--- src/rtl/fft_inplace_ctrl.sv ---
// rtl/fft_inplace_ctrl.sv - address/control sequencer for a two-bank in-place radix-2 FFT
//
// Purpose: loads N = 2^LOG2N samples into two N/2-deep banks (bank = parity of
// the sample index), sequences LOG2N-1 butterfly stages with delayed write-back
// (PIPE_LAT cycles), then unloads the N samples under out_ready backpressure.
//
// Ports:
//   clk, rst_n                  clock, asynchronous active-low reset
//   i_in_valid / o_in_ready     sample load handshake (ready only in LOAD)
//   i_inverse                   IFFT mode, latched on the last accepted sample
//   i_out_ready / o_out_valid   unload handshake
//   o_raddr_b*/o_re_b*          bank read address / enable
//   o_waddr_b*/o_we_b*          bank write address / enable
//   o_bank_select               load/unload mux steering (1 = bank1)
//   o_stage, o_tw_addr, o_tw_conj  butterfly stage, twiddle address, conjugate flag
//   o_input_done, o_output_start, o_done  phase status
module fft_inplace_ctrl #(
  parameter int LOG2N    = 6,
  parameter int PIPE_LAT = 1
) (
  input  logic               clk,
  input  logic               rst_n,
  input  logic               i_in_valid,
  output logic               o_in_ready,
  input  logic               i_inverse,
  input  logic               i_out_ready,
  output logic               o_out_valid,
  output logic [LOG2N-2:0]   o_raddr_b0,
  output logic [LOG2N-2:0]   o_raddr_b1,
  output logic [LOG2N-2:0]   o_waddr_b0,
  output logic [LOG2N-2:0]   o_waddr_b1,
  output logic               o_re_b0,
  output logic               o_re_b1,
  output logic               o_we_b0,
  output logic               o_we_b1,
  output logic               o_bank_select,
  output logic [3:0]         o_stage,
  output logic [LOG2N-2:0]   o_tw_addr,
  output logic               o_tw_conj,
  output logic               o_input_done,
  output logic               o_output_start,
  output logic               o_done
);
  localparam int A = LOG2N - 1;
  localparam int N = 1 << LOG2N;

  typedef enum logic [2:0] {S_LOAD, S_COMPUTE, S_GAP, S_FLUSH, S_UNLOAD} state_t;

  state_t           r_state, w_next;
  logic [LOG2N-1:0] r_k;
  logic [A-1:0]     r_j;
  logic [3:0]       r_s;
  logic [2:0]       r_lat;
  logic             r_tw_conj, r_input_done, r_output_start, r_done, r_out_valid;
  logic             r_rd_all;  // every unload read has issued; k parks at N-1
  logic [PIPE_LAT-1:0] r_dly_we;
  logic [A-1:0]     r_dly_a0 [PIPE_LAT];
  logic [A-1:0]     r_dly_a1 [PIPE_LAT];

  logic             w_par, w_accept, w_last_k, w_rd_en, w_issue, w_last_hs, w_dly_we;
  logic [3:0]       w_shift;
  logic [A-1:0]     w_stride, w_partner;

  assign w_par     = ^r_k;
  assign w_accept  = (r_state == S_LOAD) & i_in_valid;
  assign w_last_k  = (r_k == LOG2N'(N - 1));
  assign w_rd_en   = (r_state == S_COMPUTE);
  // Stage s pairs bank addresses differing in bit A-1-s; partner is j xor stride.
  assign w_shift   = 4'(A - 1) - r_s;
  assign w_stride  = A'(1) << w_shift;
  assign w_partner = ((r_j & w_stride) != '0) ? (r_j - w_stride) : (r_j + w_stride);
  assign w_issue   = (r_state == S_UNLOAD) & ~r_rd_all & (~r_out_valid | i_out_ready);
  assign w_last_hs = (r_state == S_UNLOAD) & r_rd_all & r_out_valid & i_out_ready;
  assign w_dly_we  = r_dly_we[PIPE_LAT-1];

  always_ff @(posedge clk or negedge rst_n) begin
    if (!rst_n) r_state <= S_LOAD;
    else        r_state <= w_next;
  end

  always_comb begin
    w_next        = r_state;
    o_in_ready    = 1'b0;
    o_re_b0       = 1'b0;
    o_re_b1       = 1'b0;
    o_raddr_b0    = '0;
    o_raddr_b1    = '0;
    o_bank_select = 1'b0;
    o_tw_addr     = '0;
    // Delayed butterfly write-back runs across COMPUTE, GAP and FLUSH.
    o_we_b0       = w_dly_we;
    o_we_b1       = w_dly_we;
    o_waddr_b0    = w_dly_we ? r_dly_a0[PIPE_LAT-1] : '0;
    o_waddr_b1    = w_dly_we ? r_dly_a1[PIPE_LAT-1] : '0;
    case (r_state)
      S_LOAD: begin
        o_in_ready = 1'b1;
        if (w_accept) begin
          o_bank_select = w_par;
          o_we_b0       = ~w_par;
          o_we_b1       = w_par;
          o_waddr_b0    = r_k[LOG2N-1:1];
          o_waddr_b1    = r_k[LOG2N-1:1];
          if (w_last_k) w_next = S_COMPUTE;
        end
      end
      S_COMPUTE: begin
        o_re_b0    = 1'b1;
        o_re_b1    = 1'b1;
        o_raddr_b0 = r_j;
        o_raddr_b1 = w_partner;
        o_tw_addr  = (r_j & (w_stride - A'(1))) << r_s;
        if (r_j == {A{1'b1}})
          w_next = (r_s == 4'(LOG2N - 2)) ? S_FLUSH : S_GAP;
      end
      S_GAP: begin
        if (r_lat == 3'(PIPE_LAT - 1)) w_next = S_COMPUTE;
      end
      S_FLUSH: begin
        if (r_lat == 3'(PIPE_LAT - 1)) w_next = S_UNLOAD;
      end
      S_UNLOAD: begin
        o_raddr_b0    = r_k[LOG2N-1:1];
        o_raddr_b1    = r_k[LOG2N-1:1];
        o_bank_select = w_par;
        o_re_b0       = w_issue & ~w_par;
        o_re_b1       = w_issue & w_par;
        if (w_last_hs) w_next = S_LOAD;
      end
      default: w_next = S_LOAD;
    endcase
  end

  always_ff @(posedge clk or negedge rst_n) begin
    if (!rst_n) begin
      r_k            <= '0;
      r_j            <= '0;
      r_s            <= '0;
      r_lat          <= '0;
      r_tw_conj      <= 1'b0;
      r_input_done   <= 1'b0;
      r_output_start <= 1'b0;
      r_done         <= 1'b0;
      r_out_valid    <= 1'b0;
      r_rd_all       <= 1'b0;
      r_dly_we       <= '0;
      for (int i = 0; i < PIPE_LAT; i++) begin
        r_dly_a0[i] <= '0;
        r_dly_a1[i] <= '0;
      end
    end else begin
      r_done <= w_last_hs;
      for (int i = PIPE_LAT - 1; i > 0; i--) begin
        r_dly_we[i] <= r_dly_we[i-1];
        r_dly_a0[i] <= r_dly_a0[i-1];
        r_dly_a1[i] <= r_dly_a1[i-1];
      end
      r_dly_we[0] <= w_rd_en;
      r_dly_a0[0] <= w_rd_en ? r_j : '0;
      r_dly_a1[0] <= w_rd_en ? w_partner : '0;
      case (r_state)
        S_LOAD: begin
          if (w_accept) begin
            r_k <= r_k + 1'b1;
            if (w_last_k) begin
              r_k          <= '0;
              r_j          <= '0;
              r_s          <= '0;
              r_tw_conj    <= i_inverse;
              r_input_done <= 1'b1;
            end
          end
        end
        S_COMPUTE: begin
          r_j   <= r_j + 1'b1;  // wraps to 0 for the next stage
          r_lat <= '0;
        end
        S_GAP: begin
          r_lat <= r_lat + 1'b1;
          if (r_lat == 3'(PIPE_LAT - 1)) begin
            r_lat <= '0;
            r_s   <= r_s + 1'b1;
            r_j   <= '0;
          end
        end
        S_FLUSH: begin
          r_lat <= r_lat + 1'b1;
          if (r_lat == 3'(PIPE_LAT - 1)) begin
            r_lat          <= '0;
            r_k            <= '0;
            r_rd_all       <= 1'b0;
            r_out_valid    <= 1'b0;
            r_output_start <= 1'b1;
          end
        end
        S_UNLOAD: begin
          if (w_issue) begin
            r_out_valid <= 1'b1;
            if (w_last_k) r_rd_all <= 1'b1;
            else          r_k      <= r_k + 1'b1;
          end else if (i_out_ready) begin
            r_out_valid <= 1'b0;
          end
          if (w_last_hs) begin
            r_out_valid    <= 1'b0;
            r_input_done   <= 1'b0;
            r_output_start <= 1'b0;
            r_rd_all       <= 1'b0;
            r_k            <= '0;
            r_s            <= '0;
          end
        end
        default: ;
      endcase
    end
  end

  assign o_out_valid    = r_out_valid;
  assign o_stage        = r_s;
  assign o_tw_conj      = r_tw_conj;
  assign o_input_done   = r_input_done;
  assign o_output_start = r_output_start;
  assign o_done         = r_done;
endmodule

--- config.mk ---
export PLATFORM = sky130hd
export DESIGN_NAME = fft_inplace_ctrl
export DESIGN_NICKNAME = d
export VERILOG_FILES = /design/src/rtl/fft_inplace_ctrl.sv
export SDC_FILE = /design/constraint.sdc
export NUM_CORES = 1
export LEC_CHECK = 0
export CORE_AREA = 3 3 90 92
export CTS_CLUSTER_DIAMETER = 120
export DETAILED_ROUTE_END_ITERATION = 12
export DIE_AREA = 0 0 93 95
export GPL_TIMING_DRIVEN = 0
export HOLD_SLACK_MARGIN = 0.05
export SYNTH_ARGS = -nofsm -noshare
export SYNTH_HDL_FRONTEND = slang
export SYNTH_SLANG_ARGS = --single-unit
--- constraint.sdc ---
create_clock -name clk -period 5.7 [get_ports clk]
set_input_delay 1.14 -clock clk [delete_from_list [all_inputs] [get_ports clk]]
set_output_delay 1.14 -clock clk [all_outputs]
set_load 0.01 [all_outputs]
Yosys cells after proc, flatten, opt, wreduce, memory -nomap -nowiden
Index checks and enable logic that the tools add are counted.
{"block": "totals", "regBits": 38, "in_bits": 5, "output_inout_bits": 40, "wordCells": 136}
{"block": "classes", "add_sub_neg": 8, "eq_ne": 17, "n_shift": 2, "n_mux": 61, "bitwise": 14, "n_reduce_logical": 20}
{"op": "$mux W5", "count": 13}
{"op": "$mux W6", "count": 6}
{"op": "$mux W3", "count": 7}
{"op": "$pmux W5 S2", "count": 2}
{"op": "$pmux W6 S3", "count": 1}
{"op": "$mux W1", "count": 17}
{"op": "$mux W4", "count": 4}
{"op": "$pmux W3 S5", "count": 1}
{"op": "$pmux W5 S3", "count": 1}
{"op": "$pmux W1 S2", "count": 7}
{"op": "$pmux W4 S3", "count": 1}
{"op": "$reduce_and A4 Y1", "count": 3}
{"op": "$and A5 B5 Y5", "count": 2}
{"op": "$ne A2 B2 Y1 const B", "count": 5}
{"op": "$reduce_and A5 Y1", "count": 2}
{"op": "$ne A3 B3 Y1 const B", "count": 3}
{"op": "$reduce_and A3 Y1", "count": 3}
{"op": "$reduce_bool A3 Y1", "count": 3}
{"op": "$and A1 B1 Y1", "count": 8}
{"op": "$add A6 B1 Y6 const B", "count": 1}
{"op": "$eq A3 B2 Y1 const B", "count": 2}
{"op": "$eq A6 B6 Y1 const B", "count": 1}
{"op": "$logic_not A3 Y1", "count": 2}
{"op": "$pmux W3 S2", "count": 1}
{"op": "22 further kinds", "count": 26}

Longest topological paths before layout
Gate-level depths: netlist of the first run.
{"block": "logic_depth", "word_depth": 6, "depth_mapped": 20, "ltp_nobuf": 18}

Worst setup path before layout of the first run
No wires, ideal clock.
{"block": "synth_timing", "path_type": "reg2out", "start": "register r_s[0] (netlist: o_stage[0])", "end": "output o_raddr_b1[4]", "t_arrival_ps": 3906, "required_time_ps": 4560, "path_slack_ps": 654, "path_stages_with_launch": 18, "path_buffers": 2, "path_cell_list": "dfrtp_1 > clkbuf_1 > inv_1 > ha_1 > clkbuf_2 > nor3_1 > nor2_1 > nor2b_1 > inv_1 > ha_1 > mux2_1 > fa_1 > nand2b_1 > a21oi_1 > xor2_1 > xnor2_2 > xnor2_1 > o21ai_1"}
{"block": "synth_between", "elab_chain_cells": 6, "word_cells_on_any_way": 8, "classes_between": "3 x add/sub; 1 x shift; 2 x mux; 1 x bitwise; 1 x reduce/logical"}
{"item": "from (decl)", "line_no": "52", "rtl": "logic [3:0] r_s;"}
{"item": "from (signal assigned)", "line_no": "182", "rtl": "r_s <= r_s + 1'b1;"}
{"item": "$sub A3 B4 Y4 *", "line_no": "69", "rtl": "assign w_shift = 4'(A - 1) - r_s;"}
{"item": "$shl A1 B4 Y5 *", "line_no": "70", "rtl": "assign w_stride = A'(1) << w_shift;"}
{"item": "parallel branches: the longest is 2 deep, another holds $add A5 B5 Y5"}
{"item": "$mux W5 *", "line_no": "71", "rtl": "assign w_partner = ((r_j & w_stride) != '0) ? (r_j - w_stride) : (r_j + w_stride);"}
{"item": "$pmux W5 S2 *", "line_no": "95", "rtl": "case (r_state)"}
{"item": "to (decl)", "line_no": "29", "rtl": "output logic [LOG2N-2:0] o_raddr_b1,"}
Mark *: on every way between the ends.

Worst setup path in the final report of the first run
{"block": "layout_timing", "start": "register r_s[1] (netlist: o_stage[1])", "end": "output o_raddr_b1[4]"}
Same word-level chain as after synthesis.

==> reports/summary.md, run 1 <==
The flow ran to the end, and the final reports show no timing, DRC or antenna violations. After detailed placement, the design holds a cell count of 460. For this block, the routed nets add up to 7033 µm of wire. Simple-gate share of the synthesized area: 20.79%. Across all layers, the routed design uses 2444 vias. The number of synthesized flops with an enable pin was 0; the mapped cell area was 2774 µm².

For the total number of clock tree sinks, the log shows 38. The commonest cells after synthesis are 38 x dfrtp_1, 31 x nand2_1, 31 x nor2_1, 24 x o21ai_0. After floorplanning, the core was divided into 31 placement rows. The logs give 4.16 ns for the data arrival time of the critical path and 2 for the number of levels the H-tree was split into. The first detailed-routing pass took 4 iterations.

Buffers inserted to repair hold after CTS numbered 0. For the final routed database, the setup TNS stands at 0 ns. Critical path class: register to output pin. The clock period minus final worst setup slack came out at 5.303 ns.

The synthesized design spends more area on one cell type than any other, namely dfrtp_1. The die span in y works out to 95 µm. The core region area came out at 7292 µm². The die is 93 µm wide. The worst setup path is captured at an output pin.

Largest fanout on the critical path: 10. The number of antenna violations at the first check in global routing is 0, and the worst relative slew slack is 41.70%. In this run the clock root is driven by a clkbuf_8. The largest family of logic cells by synthesized area is compound AO/OA/AOI/OAI gates. After detailed routing, the number of remaining DRC violations is 0. Clock latency on the worst-skew pair, taken at its later pin, is 0.29 ns. Among all flip-flop cells after synthesis, the most frequent one is dfrtp_1.

The cell count after synthesis is 317. Using the TritonRoute via totals, the vias-per-cell ratio works out to 5.211. Measured in cells, the most critical reg-to-reg path has a length of 18. Relative to the synthesized area, the layout overhead comes to 26.39%.

Yosys instantiated no cell more often than dfrtp_1. The run gives 0 as the final setup violation count. The initial utilization of the core area, before any placement, comes to 38.04%. Global routing used 16.51% of the available tracks across all layers. Excluding fillers, the count of instances in the completed layout stands at 469.

For the total power after layout, the log shows 0.4755 mW. Counting flops and latches in the post-synthesis netlist gives 38. The run gives 0 as the total inserted antenna cells. The total overflow left after global routing is 0. The number of library cell types mapped by synthesis was 59. At the pin with the least slew margin, the transition time is 0.8745 ns. The logs give 0.3972 ns for the setup slack after layout and 11590 µm for the first-pass GRT wire length. Input and output buffers added on the ports amount to 44. Data on the critical path is required at its endpoint by 4.56 ns. The fraction of layout instances using a drive strength above 1 is 11.08%, and the fraction of registers with async set/reset is 100.0%.

STA classifies the critical path startpoint as a register. The static leakage power is 1.610 nW, and the number of design-rule violations left by the first detailed-router iteration is 115. For the number of global-route vias before repair, the log shows 2287. TritonCTS built the clock tree.

The path class of the tightest hold or removal check is register to register. The share of cell area taken by muxes after synthesis was 1.218%; the fraction of the mapped netlist area in adder cells was 9.743%. Summed over its instances, the top area cell type makes up 34.28% of the synthesized netlist area.

The depth of the worst hold-timing path is 1. In this run the count of I/O pins placed on the die edge is 45. The setup slack at placement is -0.4149 ns.

Setup repair after global routing left no endpoint under its margin. The number of warnings reported in the yosys synthesis log was 0; the worst clock skew was 0.008847 ns. The final HPWL from detailed placement was 5274 µm. The tools report the number of hold-slack violations in the final timing report as 0.

The total clock buffers created by CTS is 5, and the post-route clock period utilization is 93.03%. The share of the synthesized area in compound gates (AO/OA/AOI/OAI) was 22.55%. VDD sags by at most 0.09416 mV. The tools report the post-route antenna net violation count as 0.

By area the synthesized netlist is led by dfrtp_1 34%, ha_1 9.0%, o21ai_0 4.3%, nand2_1 4.2%, nor2_1 4.2%. Counting along the longest clock path gives a buffer depth of 2. The floorplan die area was 8835 µm².

The number of nets in the synthesized netlist is 343. The max-slew violation total from the final report was 0; the sequential-to-total area share from yosys stat was 34.28%. Number of violations of the max-capacitance limit: 0. The total power divided by cell area was 135.6 nW/µm²; the mean instance size in the synthesized netlist was 8.751 µm². The final standard cell utilization of the core is 48.08%.

Of the total synthesized cell area, the portion taken by XOR and XNOR cells is 5.638%. Routability-driven placement finished with a final weighted congestion of 0.9169. The net count of the finished layout is 395. Routed wire length per instance: 15.00 µm. Static timing analysis puts the maximum clock frequency at 188.6 MHz. Entering global routing, the biggest net connects 39 pins. Clock-pin transition on the worst setup and hold timing paths: 0.08 ns.
==> cell usage in the layout (no fill, tap or decap), drive strengths merged, types with 12 or more instances in the layout <==
cell / count
nand2: 31
a21oi: 13
a22o: 12
o21ai: 27
clkdlybuf4s50: 42
nor2: 31
inv: 19
ha: 20
clkbuf: 16
xor2: 12
nand3: 15
dfrtp: 38
==> worst max-delay path, cell delays in order, from the launching register on <==
cell        delay, ns
dfrtp_2          0.45
buf_6            0.16
clkinvlp_4       0.11
ha_1             0.17
buf_6            0.15
nand2_1          0.11
a21oi_4          0.21
nor2_1           0.09
nor2b_1          0.14
inv_1            0.06
ha_1             0.33
mux2_1           0.35
fa_1             0.43
nand2b_1         0.17
a21oi_2          0.18
xor2_2           0.19
xnor2_2          0.10
xnor2_2          0.16
o21ai_1          0.15
clkbuf_2         0.16
==> metrics by stage <==
step	area (µm²)	hold slack, ns
after global placement	3338	0.4607
after floorplan	2774	0.4788
after detailed placement	3333	0.4766
after global routing	3506	0.5245
final	3506	0.4850
after CTS	3446	0.4963
==> registers in the layout, indices dropped and copies added (netlist names), 3 cells and up <==
signal,cells
r_state,3
o_stage,4
r_j,5
r_lat,3
r_dly_a1,5
r_k,6
r_dly_a0,5
==> layout make-up <==
cell class / count / area [µm²]
Multi-Input combinational cell: 244 / 1719
Sequential cell: 38 / 953.4
Tap cell: 99 / 123.9
Inverter: 20 / 81.33
Timing Repair Buffer: 45 / 437.9
Buffer: 15 / 95.09
Fill cell: 726 / 3786
Clock buffer: 6 / 82.58
Clock inverter: 2 / 12.51
==> layer usage <==
| layer | share of wire (%) | vias to the layer above | global-route usage (%) |
|---|---|---|---|
| met5 | 0 | - | 0 |
| met1 | 49 | 1165 | 23.52 |
| met4 | 0 | 0 | 3.053 |
| li1 | - | 1230 | - |
| met2 | 47 | 49 | 26.39 |
| met3 | 4.0 | 0 | 3.108 |
==> power by group <==
part	total [mW]	switching [mW]	internal, mW	leakage, nW
clock	0.197	0.0997	0.0973	0.0472
combinational	0.00925	0.00689	0.00236	1.07
sequential	0.269	0	0.269	0.493
total	0.476	0.107	0.369	1.61
==> worst paths after layout <==
check	slack, ns	start	to
max	0.40	o_stage[1]$_DFFE_PN0P_	o_raddr_b1[4]
min	0.48	o_input_done$_DFFE_PN0P_	o_input_done$_DFFE_PN0P_
max reg2reg	1.92	o_stage[1]$_DFFE_PN0P_	r_dly_a1[4]$_DFF_PN0_
min reg2reg	0.48	o_input_done$_DFFE_PN0P_	o_input_done$_DFFE_PN0P_
max in group asynchronous	4.14	rst_n	o_stage[1]$_DFFE_PN0P_
min in group asynchronous	0.96	rst_n	r_k[2]$_DFFE_PN0P_
==> kinds of logic after synthesis <==
group	Yosys count
simple gates	117
compound gates	86
flops	38
buf+inv	35
fa+ha+maj	21
xor+xnor	17
mux	3
==> timing repair <==
action / 4_1_cts / 5_1_grt
resized for setup: 10 / 13
setup buffers: 0 / 1
pin swaps: 0 / 1
endpoints found under the setup margin: 4 / 2
(Power assumes the default switching activity.)
==> run 2, diff against run 1 <==
Settings changed: CORE_AREA 3 3 90 92 to 3 3 76 78, DIE_AREA 0 0 93 95 to 0 0 79 81, DONT_BUFFER_PORTS from default to 1, PLACE_DENSITY from default to 0.68.
Clock period 5.7 ns to 5.6 ns, I/O delays scaled along.
==> run 2 against run 1 <==
Net effect: first-iteration DRC count is 19% higher; clock power up 22%; cell area fell by 13%; non-clock buffer count is 43 lower; critical path type unchanged.
==> reports/summary.md, run 2 (synthesized netlist as in run 1, its figures left out) <==
Worst flop-to-flop path endpoint: r_dly_a1[4]$_DFF_PN0_. The post-route antenna net violation count is 0 (unchanged). In the layout the commonest cells are 36 x dfrtp_1, 31 x nor2_1, 30 x nand2_1. The count of placed standard cells including taps is 387 (-16%). The cell sitting at the root of the clock tree is a clkbuf_8.

The routed wire length per instance came out at 16.81 µm (+12%). The run gives 0 (unchanged) as the number of violations of the max-capacitance limit. The internal reg-to-reg setup slack was 1.69 ns (-0.23 ns). Critical path class: register to output pin. Setup repair after global routing left no endpoint under its margin. The run gives 2216 (-3.1%) as the number of global-route vias before repair. The total length of routed wires was 6657 µm (-5.3%); the worst voltage drop across the vdd grid was 0.2180 mV (+130%). The total number of clock tree sinks is 38 (unchanged). The starting density of the core came out at 53.97% (+16 points).

After layout, the worst path uses 94.98% of the clock period. The total via count after detailed routing was 2337 (-4.4%); the transition time at the pin with the least slew margin was 0.6881 ns (-0.1864 ns). The clock-pin transition on the worst setup and hold timing paths came out at 0.08 ns (about the same). The critical path capture point type is an output pin.

The quantity of I/O buffers inserted on ports came out at 0 (-100%). After layout, the minimum clock period comes to 5.319 ns. The worst register-to-register path begins at o_stage[0]$_DFFE_PN0P_.

The static leakage power was 1.464 nW (-9.1%); the largest fanout on the critical path was 10 (unchanged). The logs give 396 (-16%) for the count of non-filler cells in the finished layout and 0 (unchanged) for the DRC violations left. The number of hold-slack violations in the final timing report is 0 (unchanged), and the final net count is 352 (-11%).

The average vias per placed instance works out to 5.902 (+13%). For this run, the top clock speed supported by timing is 188.0 MHz. The sum of overflow across all layers after global routing was 0 (unchanged); the data required time at the worst endpoint was 4.48 ns (-0.08 ns). Startpoint type of the worst setup path: a register.

Source-to-sink clock delay at the later pin of the worst-skew pair: 0.29 ns (about the same). The number of design-rule violations left by the first detailed-router iteration was 137 (+19%). First-pass GRT wire length: 10870 µm (-6.2%). The area growth from synthesis to layout is 10.06%. The die span in y is 81 µm (-15%), and the worst relative slew slack is 53.77% (+12 points).

The number of antenna violations at the first check in global routing was 0 (unchanged); the final setup violation count was 0 (unchanged). The number of top-level pins came out at 45 (unchanged). The logs give 6399 µm² (-28%) for the floorplan die area and 4.20 ns (+0.04 ns) for the data arrival time of the critical path.

The flow ran to the end, and the final reports show no timing, DRC or antenna violations. The filler cell count came out at 493 (-32%). The worst hold path belongs to the class input port to asynchronous set/reset pin. Counting flops per register, the top entry is r_k. The tools report the worst clock skew as 0.007012 ns (-0.001835 ns). The start point of the critical path was o_stage[0]$_DFFE_PN0P_.

Core region area: 5140 µm² (-30%). The fraction of layout instances using a drive strength above 1 was 12.27% (+1.2 points); the total power after layout was 0.5159 mW (+8.5%). For the cts-stage hold buffer count, the log shows 0 (unchanged).

The first-pass detailed-route iteration total was 4 (unchanged); the number of rows created at floorplan was 26 (-16%). The run gives 2 (unchanged) as the worst-case clock buffer depth. The run gives 4875 µm (-7.6%) as the final HPWL from detailed placement. The library cell used most frequently in the layout, excluding fill and tap cells, is dfrtp_1.

The number of levels the H-tree was split into was 2 (unchanged); the total power divided by cell area was 169.0 nW/µm² (+25%). The most critical setup path has its endpoint at o_raddr_b1[4]. The tools report the max-slew violation total from the final report as 0 (unchanged).

For the total clock buffers created by CTS, the log shows 5 (unchanged). The path depth of the worst reg2reg path came out at 17 (-1). The die extent in x is 79 µm (-15%). Setup TNS: 0 ns (unchanged). For the weighted congestion reported at the end of routability-driven placement, the log shows 0.8402 (-8.4%). For the total inserted antenna cells, the log shows 0 (unchanged).

The total global routing track utilization was 21.36% (+4.9 points). Number of flip-flops under the largest register name: 6 (unchanged). The largest net degree at the start of global routing is 39 (unchanged).

TritonCTS built the clock tree.
[run 2: cell count changes in the layout (fill, tap and decap cells not counted), sizes merged]
cell	previous run	this run
clkbuf	16	15
clkinv	1	0
clkdlybuf4s50	42	0
inv	19	18
bufinv	0	1
[run 2: worst min-delay path by stage]
stage,startpoint,endpoint,slack [ns],cells after the start
4_1_cts,rst_n,r_j[4]$_DFFE_PN0P_,0.51,0
2_1_floorplan,r_lat[0]$_DFFE_PN0P_,r_lat[0]$_DFFE_PN0P_,0.48,1
3_3_place_gp,r_lat[0]$_DFFE_PN0P_,r_lat[0]$_DFFE_PN0P_,0.51,1
3_5_place_dp,r_lat[0]$_DFFE_PN0P_,r_lat[0]$_DFFE_PN0P_,0.52,1
6_report,rst_n,r_k[4]$_DFFE_PN0P_,0.51,0
5_1_grt,rst_n,r_k[4]$_DFFE_PN0P_,0.50,0
[run 2: what timing repair did]
action	in CTS	in global routing
gates cloned	0	0
pin swaps	0	1
endpoints found under the setup margin	1	1
hold endpoints to repair	0	0
buffers inserted	0	2
resized for setup	6	15
[run 2: through the flow]
step | util (%) | worst slack, ns | hold WS, ns | instance area, µm²
after global placement | 55.67 | -0.05159 | 0.5101 | 2861
after CTS | 58.23 | 0.01663 | 0.5115 | 2993
after detailed placement | 55.67 | -0.1142 | 0.5158 | 2861
final | 59.40 | 0.2812 | 0.5147 | 3053
after global routing | 59.40 | 0.02021 | 0.5043 | 3053
after floorplan | - | 0.5745 | 0.4788 | 2774
[run 2: worst max-delay path, stage by stage, from the launching register on]
cell and delay (ns):
dfrtp_2 0.48, buf_6 0.18, clkinvlp_4 0.12, ha_1 0.20, clkbuf_4 0.20, nor3_4 0.25, nor2_1 0.08, nor2b_1 0.15
inv_1 0.06, ha_1 0.33, mux2_2 0.31, fa_1 0.43, nand2b_1 0.16, a21oi_1 0.17, xor2_1 0.27, xnor2_2 0.11
xnor2_2 0.17, o21ai_2 0.22
[run 2: layout make-up]
type | instances | area [µm²] | area share (%)
timing repair buffer | 2 | 15.01 | 0.4918
multi-input combinational | 244 | 1707 | 55.90
inverter | 20 | 82.58 | 2.705
clock buffer | 6 | 82.58 | 2.705
buffer | 15 | 95.09 | 3.115
clock inverter | 1 | 30.03 | 0.9836
sequential | 38 | 953.4 | 31.23
tap | 70 | 87.58 | 2.869
[run 2: power breakdown]
part	switching [mW]	internal, mW	leakage [nW]
Combinational	0.000433	0.000356	0.914
Sequential	0	0.274	0.493
Clock	0.0983	0.143	0.0573
[run 2: layer usage]
layer | vias up | part of all wire, % | track usage, %
li1 | 1142 | - | -
met4 | 0 | 0.66 | 4.983
met3 | 4 | 5.5 | 4.989
met2 | 60 | 49 | 36.53
met5 | - | 0 | 0
met1 | 1131 | 45 | 27.53
